$ cat src/rtl/ro_puf_controller.sv
// RO PUF measurement sequencer: for each ring-oscillator pair it clears, gates, settles
// and compares the two counters, building one response bit per pair.
module ro_puf_controller #(
  parameter int unsigned N_BITS     = 8,
  parameter int unsigned CNT_W      = 16,
  parameter int unsigned WINDOW     = 4096,
  parameter int unsigned CLR_CYC    = 4,
  parameter int unsigned SETTLE_CYC = 4,
  localparam int unsigned SEL_W     = $clog2(2 * N_BITS),
  localparam int unsigned TIE_W     = $clog2(N_BITS + 1)
) (
  input  logic              clk_i,
  input  logic              rst_ni,
  input  logic              start_i,
  input  logic [N_BITS-1:0] challenge_i,
  output logic [SEL_W-1:0]  sel_a_o,
  output logic [SEL_W-1:0]  sel_b_o,
  output logic              cnt_clr_o,
  output logic              cnt_en_o,
  input  logic [CNT_W-1:0]  cnt_a_i,
  input  logic [CNT_W-1:0]  cnt_b_i,
  input  logic              fin_a_i,
  input  logic              fin_b_i,
  output logic              busy_o,
  output logic              done_o,
  output logic              resp_valid_o,
  output logic [N_BITS-1:0] response_o,
  output logic [TIE_W-1:0]  tie_count_o
);

  localparam int unsigned IDX_W = (N_BITS > 1) ? $clog2(N_BITS) : 1;
  localparam int unsigned TMR_W = $clog2(WINDOW + CLR_CYC + SETTLE_CYC + 1);

  localparam logic [2:0] StIdle    = 3'd0;
  localparam logic [2:0] StClear   = 3'd1;
  localparam logic [2:0] StCount   = 3'd2;
  localparam logic [2:0] StSettle  = 3'd3;
  localparam logic [2:0] StCompare = 3'd4;
  localparam logic [2:0] StDone    = 3'd5;

  logic [2:0]        state_q, state_d;
  logic [TMR_W-1:0]  tmr_q, tmr_d;
  logic [IDX_W-1:0]  idx_q, idx_d;
  logic [N_BITS-1:0] chal_q, chal_d;
  logic [N_BITS-1:0] resp_q, resp_d;
  logic [TIE_W-1:0]  tie_q, tie_d;
  logic [SEL_W-1:0]  sel_a_q, sel_a_d, sel_b_q, sel_b_d;
  logic              valid_q, valid_d, busy_q, busy_d;
  logic              clr_q, en_q, done_q;
  logic [1:0]        fin_a_sync_q, fin_b_sync_q;
  logic              fin_sync;

  assign fin_sync = fin_a_sync_q[1] | fin_b_sync_q[1];

  always_comb begin
    state_d = state_q;
    tmr_d   = tmr_q;
    idx_d   = idx_q;
    chal_d  = chal_q;
    resp_d  = resp_q;
    tie_d   = tie_q;
    valid_d = valid_q;
    busy_d  = busy_q;
    sel_a_d = sel_a_q;
    sel_b_d = sel_b_q;
    unique case (state_q)
      StIdle: begin
        if (start_i) begin
          chal_d  = challenge_i;
          idx_d   = '0;
          resp_d  = '0;
          tie_d   = '0;
          valid_d = 1'b0;
          busy_d  = 1'b1;
          tmr_d   = '0;
          state_d = StClear;
        end
      end
      StClear: begin
        if (tmr_q == TMR_W'(CLR_CYC - 1)) begin
          tmr_d   = '0;
          state_d = StCount;
        end else begin
          tmr_d = tmr_q + TMR_W'(1);
        end
      end
      StCount: begin
        // Early stop: a counter reported overflow/finish, stop gating both.
        if (fin_sync || (tmr_q == TMR_W'(WINDOW - 1))) begin
          tmr_d   = '0;
          state_d = StSettle;
        end else begin
          tmr_d = tmr_q + TMR_W'(1);
        end
      end
      StSettle: begin
        if (tmr_q == TMR_W'(SETTLE_CYC - 1)) begin
          tmr_d   = '0;
          state_d = StCompare;
        end else begin
          tmr_d = tmr_q + TMR_W'(1);
        end
      end
      StCompare: begin
        resp_d[idx_q] = (cnt_a_i > cnt_b_i);
        if (cnt_a_i == cnt_b_i) tie_d = tie_q + TIE_W'(1);
        if (idx_q == IDX_W'(N_BITS - 1)) begin
          valid_d = 1'b1;
          state_d = StDone;
        end else begin
          idx_d   = idx_q + IDX_W'(1);
          state_d = StClear;
        end
      end
      StDone: begin
        busy_d  = 1'b0;
        state_d = StIdle;
      end
      default: state_d = StIdle;
    endcase

    // Route the next pair as CLEAR is entered so the mux is stable through COMPARE.
    if ((state_d == StClear) && (state_q != StClear)) begin
      sel_a_d = SEL_W'(2 * idx_d + chal_d[idx_d]);
      sel_b_d = SEL_W'(2 * idx_d + 1 - chal_d[idx_d]);
    end
  end

  always_ff @(posedge clk_i or negedge rst_ni) begin
    if (!rst_ni) begin
      state_q      <= StIdle;
      tmr_q        <= '0;
      idx_q        <= '0;
      chal_q       <= '0;
      resp_q       <= '0;
      tie_q        <= '0;
      valid_q      <= 1'b0;
      busy_q       <= 1'b0;
      sel_a_q      <= '0;
      sel_b_q      <= '0;
      clr_q        <= 1'b0;
      en_q         <= 1'b0;
      done_q       <= 1'b0;
      fin_a_sync_q <= '0;
      fin_b_sync_q <= '0;
    end else begin
      state_q      <= state_d;
      tmr_q        <= tmr_d;
      idx_q        <= idx_d;
      chal_q       <= chal_d;
      resp_q       <= resp_d;
      tie_q        <= tie_d;
      valid_q      <= valid_d;
      busy_q       <= busy_d;
      sel_a_q      <= sel_a_d;
      sel_b_q      <= sel_b_d;
      clr_q        <= (state_d == StClear);
      en_q         <= (state_d == StCount);
      done_q       <= (state_d == StDone);
      fin_a_sync_q <= {fin_a_sync_q[0], fin_a_i};
      fin_b_sync_q <= {fin_b_sync_q[0], fin_b_i};
    end
  end

  assign sel_a_o      = sel_a_q;
  assign sel_b_o      = sel_b_q;
  assign cnt_clr_o    = clr_q;
  assign cnt_en_o     = en_q;
  assign busy_o       = busy_q;
  assign done_o       = done_q;
  assign resp_valid_o = valid_q;
  assign response_o   = resp_q;
  assign tie_count_o  = tie_q;

endmodule

$ cat config.mk
export PLATFORM = sky130hd
export DESIGN_NAME = ro_puf_controller
export DESIGN_NICKNAME = d
export VERILOG_FILES = /design/src/rtl/ro_puf_controller.sv
export SDC_FILE = /design/constraint.sdc
export NUM_CORES = 1
export LEC_CHECK = 0
export ABC_AREA = 1
export CORE_UTILIZATION = 30
export CTS_BUF_LIST = sky130_fd_sc_hd__clkbuf_8
export CTS_CLUSTER_DIAMETER = 120
export DETAILED_ROUTE_END_ITERATION = 7
export DONT_BUFFER_PORTS = 1
export HOLD_SLACK_MARGIN = 0.02
export PLACE_DENSITY = 0.49
export SLEW_MARGIN = 25
export SYNTH_ARGS = -nofsm -noshare
export SYNTH_HDL_FRONTEND = slang
export SYNTH_SLANG_ARGS = --single-unit
export TNS_END_PERCENT = 10
$ cat constraint.sdc
create_clock -name clk_i -period 2.1 [get_ports clk_i]
set_input_delay 0.21 -clock clk_i [delete_from_list [all_inputs] [get_ports clk_i]]
set_output_delay 0.21 -clock clk_i [all_outputs]
set_load 0.01 [all_outputs]
* Word-level counts from Yosys, hierarchy flattened *
Index checks and enable logic that the tools add are counted.

storage, ports and cells
  bits in registers = 56
  bits of input ports = 45
  output and inout port bits = 25
  logic and storage cells = 85

cells by class
  add/subtract/negate cells = 6
  $lt $le $gt $ge = 4
  eq/ne operators = 16
  mux-type cells = 30
  bitwise logic cells = 1
  reduce and logical (&&, ||, !) cells = 13

operator list
  kind                                                         number
  two-way mux 13 bit                                           3
  one-hot mux 13 bit (3 select lines)                          1
  two-way mux 8 bit                                            3
  two-way mux 3 bit                                            7
  equality test 16 bit                                         1
  > comparator 16 bit                                          1
  one-hot mux 8 bit (2 select lines)                           1
  one-hot mux 3 bit (5 select lines)                           1
  adder 13 x 1 -> 13 bit (second input constant)               1
  equality test 13 x 12 -> 1 bit (second input constant)       1
  equality test 13 x 2 -> 1 bit (second input constant)        1
  equality test 3 bit (second input constant)                  4
  equality test 3 x 2 -> 1 bit (second input constant)         3
  adder 4 x 1 -> 4 bit (second input constant)                 2
  bitwise mux 8 bit                                            1
  less-than comparator 3 x 4 -> 1 bit (second input constant)  2
  two-way mux 4 bit                                            2
  one-hot mux 4 bit (2 select lines)                           1
  equality test 3 x 1 -> 1 bit (second input constant)         2
  inequality test 2 bit (second input constant)                3
  one-hot mux 3 bit (2 select lines)                           1
  AND reduction 2 bit                                          3
  AND reduction 3 bit                                          2
  two-way mux 1 bit                                            5
  15 further kinds                                             18

* Logic depth before layout (Yosys ltp) *
  word-level depth = 6
  depth in mapped cells = 12
  mapped depth without buffers = 12

* Least setup slack after synthesis *
Ideal clock, no wire load.

  path kind = reg2reg
  from = register tmr_q[0]
  to = register tmr_q[5]
  setup time = 0.125 ns
  data arrival time = 1.460 ns
  data required time = 1.975 ns
  slack = 0.515 ns
  cell stages (with the launch flop) = 10
  path buffers = 0
  clock period less this slack = 1.585 ns
  cells stage by stage = dfrtp_1 -> ha_1 -> nand3_1 -> nor2_1 -> nand3_1 -> nand2_1 -> inv_1 -> nand2_1 -> nand3_2 -> nor3b_1

on the way
  cells in the longest elaborated chain, start to end = 4
  elaborated cells between the ends (all ways) = 7
  those cells by class = add/sub: 1; eq/ne: 2; mux: 3; reduce/logical: 1

RTL lines
  item                                                                            RTL line  source
  start: declaration                                                              42        logic [TMR_W-1:0] tmr_q, tmr_d;
  start signal: assignment                                                        148       tmr_q <= tmr_d;
  parallel branches: the longest is 3 deep, another holds adder 13 x 1 -> 13 bit  --
  one-hot mux 13 bit (3 select lines) *                                           66        unique case (state_q)

Mark *: on every way between the ends.
A chain may end at the register's enable or synchronous reset.

* Worst setup path after layout *
  from = register idx_q[0]
  to = register sel_a_q[0] (netlist: sel_a_o[0])

on the way
  cells in the longest elaborated chain, start to end = 6
  elaborated cells between the ends (all ways) = 12
  those cells by class = add/sub: 2; eq/ne: 2; mux: 7; reduce/logical: 1

RTL lines
  item                                                                RTL line  source
  start: declaration                                                  43        logic [IDX_W-1:0] idx_q, idx_d;
  start signal: assignment                                            149       idx_q <= idx_d;
  adder 3 x 1 -> 3 bit / equality test 3 bit (equally long branches)  111, 107
  two-way mux 3 bit                                                   107       if (idx_q == IDX_W'(N_BITS - 1)) begin
  one-hot mux 3 bit (2 select lines) *                                66
  named net idx_d[0]                                                  43
  binary-select mux 1 bit (select 3 bit) *                            124       sel_a_d = SEL_W'(2 * idx_d + chal_d[idx_d]);
  two-way mux 1 bit (implied by the code) *                           124
  adder 4 x 1 -> 4 bit *                                              124
  end signal: assignment                                              155       sel_a_q <= sel_a_d;
  end: declaration                                                    47        logic [SEL_W-1:0] sel_a_q, sel_a_d, sel_b_q, sel_b_d;

Mark *: on every way through the listed nets, which the timed path passes. The rest lies on a longest branch. The select of a mux whose other input is x is not followed.

==> metrics <==
GR Overflow Total 0; Setup violations, final 0; Final Total Pwr 1.90 mW; diode count 0; Worst path slowest cell dfrtp_1; cts bufs inserted 5; clock network power share 0.391; syn_nets 456; Critical Path Sink Type register; worst-path maximum fanout 6; per-cell routed wire length 12.9 microns; Max Slew Vio Count 0; CP Cell Sequence ha_1 > nand2_1 > nand3_1 > nand3_2 > nand2_4 > nand2_1 > nand2_1 > nand2_1 > nand3_1 > nand3_1 > nand2_1; most used cell, CP nand2_1; Sw Pwr 451 uW; Crit path required time 2.32 ns; fmax 546 MHz; min cycle time layout 1.83 ns; post-route ant nets 0; power per cell area 553 nW/um^2; Final TNS setup 0 ns; Yosys warnings 0; Remaining DRCs 0; drt pass-1 iters 4; Final Wtd Congestion 0.821; maxcap violations 0; hpwl dp 5240 microns; vias in the first global route 2466; main combinational cell family by area after synthesis simple AND/OR/NAND/NOR gates; Seq cells post-synth 54; cell family with most CP delay simple AND/OR/NAND/NOR gates; I/O pin count 70; core area 9910 sq um; fin crit share 0.872; switching part of the total power 0.237; Clock Pin Slew Worst Setup and Hold Paths 0.12 ns; Buf/Inv on CP 0; DRT iter0 DRCs 85; Max VDD drop 0.254 mV; outcome finished clean; DR vias/cell 4.71; Filler cells 1076; Worst setup SP type register; sequential area share after synthesis 0.435; DR vias 2521; Initial Util 0.314; Worst Hold Class in -> reg; Root Buffer clkbuf_8; share of layout cells above drive strength 1 0.0721; first-pass GRT wire length 11900 microns; Port Buffer Count 0; Clock Skew 0.0181 ns; Comb power frac 0.059; largest net degree at the start of global routing 55; H-tree depth 2; Setup CP Type reg -> reg; Die X 104 microns; static leakage 1.76 nW; die area 10800 sq um; Final Util 0.347; Area Overhead vs Synth 10.6%; worst-skew pair later-pin latency 0.32 ns; Least-Margin Pin Slew 0.429 ns; sequential share of power 0.549; GRT Total Usage 0.137; post-synthesis xor/xnor area fraction 0.0141; mux share of post-synthesis cell area 0.00322; Compound-Gate Fraction of Synth Area 0.0785; Die Ht 104 microns; Unique masters post-synth 33; Data arrival, critical path 2.05 ns; CTS Sinks 54; simple-gate area share of the yosys netlist 0.315; Final Hold Viols 0; Synth Area per Inst 7.93 sq um; Clock Tree Buf Depth 2; Int Pwr 1.45 mW; CP peak stage delay 0.47 ns; unrepaired setup endpoints after global routing false; CTS tree done; DRT Wirelength 6930 microns; initial antenna violation count 0; postcts setup bufs 0; Nets 465; relative slew slack 0.714; adder-cell share of the synthesized area 0.0765; post-synthesis instance total 392; synthesized area 3110 sq um; Cell Rows 36; Resize count post-CTS 0
state kept, by name, summed over array words and instances (netlist names):
signal / flops
busy_o: 1
state_q: 3
idx_q: 3
fin_b_sync_q: 2
cnt_en_o: 1
response_o: 8
sel_b_o: 2
tmr_q: 13
resp_valid_o: 1
sel_a_o: 4
tie_count_o: 4
done_o: 1
cnt_clr_o: 1
chal_q: 8
fin_a_sync_q: 2
synthesized netlist by cell type:
cell type / n / area [sq um]
nand2_1: 104 / 390
dfrtp_1: 54 / 1350
inv_1: 51 / 191
nand3_1: 42 / 210
nor2_1: 36 / 135
ha_1: 19 / 238
o21ai_0: 15 / 75.1
a21oi_1: 12 / 60.1
nand4_1: 8 / 50.1
a31oi_1: 5 / 31.3
nor3_1: 5 / 25.0
nand2_4: 4 / 45.0
buf_4: 3 / 22.5
o21a_1: 3 / 22.5
o21ai_1: 3 / 15.0
xor2_1: 3 / 26.3
buf_2: 2 / 10.0
inv_2: 2 / 7.51
nand3_2: 2 / 20.0
nor2_4: 2 / 22.5
nor3_2: 2 / 20.0
o211ai_1: 2 / 15.0
or2_2: 2 / 12.5
xnor2_1: 2 / 17.5
a21oi_2: 1 / 8.76
a21oi_4: 1 / 16.3
and3_1: 1 / 6.26
buf_6: 1 / 11.3
mux2i_1: 1 / 10.0
nand3b_1: 1 / 7.51
nor2_8: 1 / 20.0
nor3b_1: 1 / 7.51
nor4_1: 1 / 6.26
final cells by class:
class                      instances  area [sq um]  share of cell area
inverter                          53           199              0.0579
clock inverter                     3          48.8              0.0142
sequential                        54          1350               0.393
timing repair buffer               8          90.1              0.0262
tap                              133           166              0.0484
multi-input combinational        279          1510               0.440
clock buffer                       5          68.8              0.0200
kinds of logic after synthesis:
group                      after synthesis
muxes                                    1
xor gates and xnor gates                 5
DFF                                     54
and+or+nand+nor                        212
buffers and inverters                   59
adders and majority gates               19
AOI/OAI and AO/OA                       42
routing by layer:
metal | track usage | share of wire
met3 | 0.0409 | 0.051
met1 | 0.172 | 0.46
met4 | 0.0316 | 0.012
met5 | 0 | 0
met2 | 0.230 | 0.48
timing repair:
action                                 CTS  global route
hold buffers                             4             1
setup endpoints to repair                0             0
endpoints found under the hold margin   56             1
cell usage in the layout (no fill, tap or decap), types with 2 or more instances in the layout:
cell type      netlist  final
clkbuf_8             0      5
nand3_1             42     42
inv_2                2      2
nand3_2              2      2
nor2_4               2      2
ha_1                19     19
nand4_1              8      8
nor2_1              36     36
inv_1               51     51
xor2_1               3      3
nand2_1            104    104
a21oi_1             12     12
buf_4                3      3
xnor2_1              2      2
o21a_1               3      3
nor3_2               2      2
nand2_4              4      4
or2_2                2      2
o211ai_1             2      2
a31oi_1              5      5
o21ai_0             15     15
dlygate4sd3_1        0      4
dfrtp_1             54     54
nor3_1               5      5
o21ai_1              3      3
final timing paths:
path / start / to / slack [ns] / cells past startpoint
min in group asynchronous: rst_ni / tie_count_o[0]$_DFFE_PN0P_ / 0.40 / 2
worst max-delay path: idx_q[0]$_DFF_PN0_ / sel_a_o[0]$_DFFE_PN0P_ / 0.27 / 11
worst min-delay path: challenge_i[1] / chal_q[1]$_DFF_PN0_ / 0.03 / 2
worst max register to register: idx_q[0]$_DFF_PN0_ / sel_a_o[0]$_DFFE_PN0P_ / 0.27 / 11
worst min register to register: fin_b_sync_q[0]$_DFF_PN0_ / fin_b_sync_q[1]$_DFF_PN0_ / 0.36 / 0
max in group asynchronous: rst_ni / idx_q[1]$_DFF_PN0_ / 1.44 / 2
power groups by stage:
stage | Clock [mW] | Combinational (mW) | Sequential, mW
global route | 0.816 | 0.136 | 1.04
floorplan | 0 | 0.0647 | 1.06
detailed placement | 0 | 0.0816 | 1.06
global placement | 0 | 0.0778 | 1.06
CTS | 0.775 | 0.116 | 1.04
finish | 0.744 | 0.113 | 1.04
worst register-to-register path, cell delays in order (launching register included):
cell	delay [ns]
dfrtp_1	0.47
ha_1	0.24
nand2_1	0.20
nand3_1	0.15
nand3_2	0.17
nand2_4	0.09
nand2_1	0.09
nand2_1	0.06
nand2_1	0.06
nand3_1	0.07
nand3_1	0.09
nand2_1	0.05
per-stage QoR:
| stage | cells | area [sq um] | setup WS (ns) | hold WS (ns) |
|---|---|---|---|---|
| floorplan | 392 | 3110 | 0.515 | -0.0856 |
| global placement | 522 | 3250 | 0.283 | -0.0818 |
| detailed placement | 522 | 3250 | 0.282 | -0.0818 |
| CTS | 534 | 3430 | 0.251 | 0.0254 |
| global route | 535 | 3440 | 0.0367 | 0.0444 |
| finish | 535 | 3440 | 0.268 | 0.0337 |
Power figures use the tool's default switching activity.
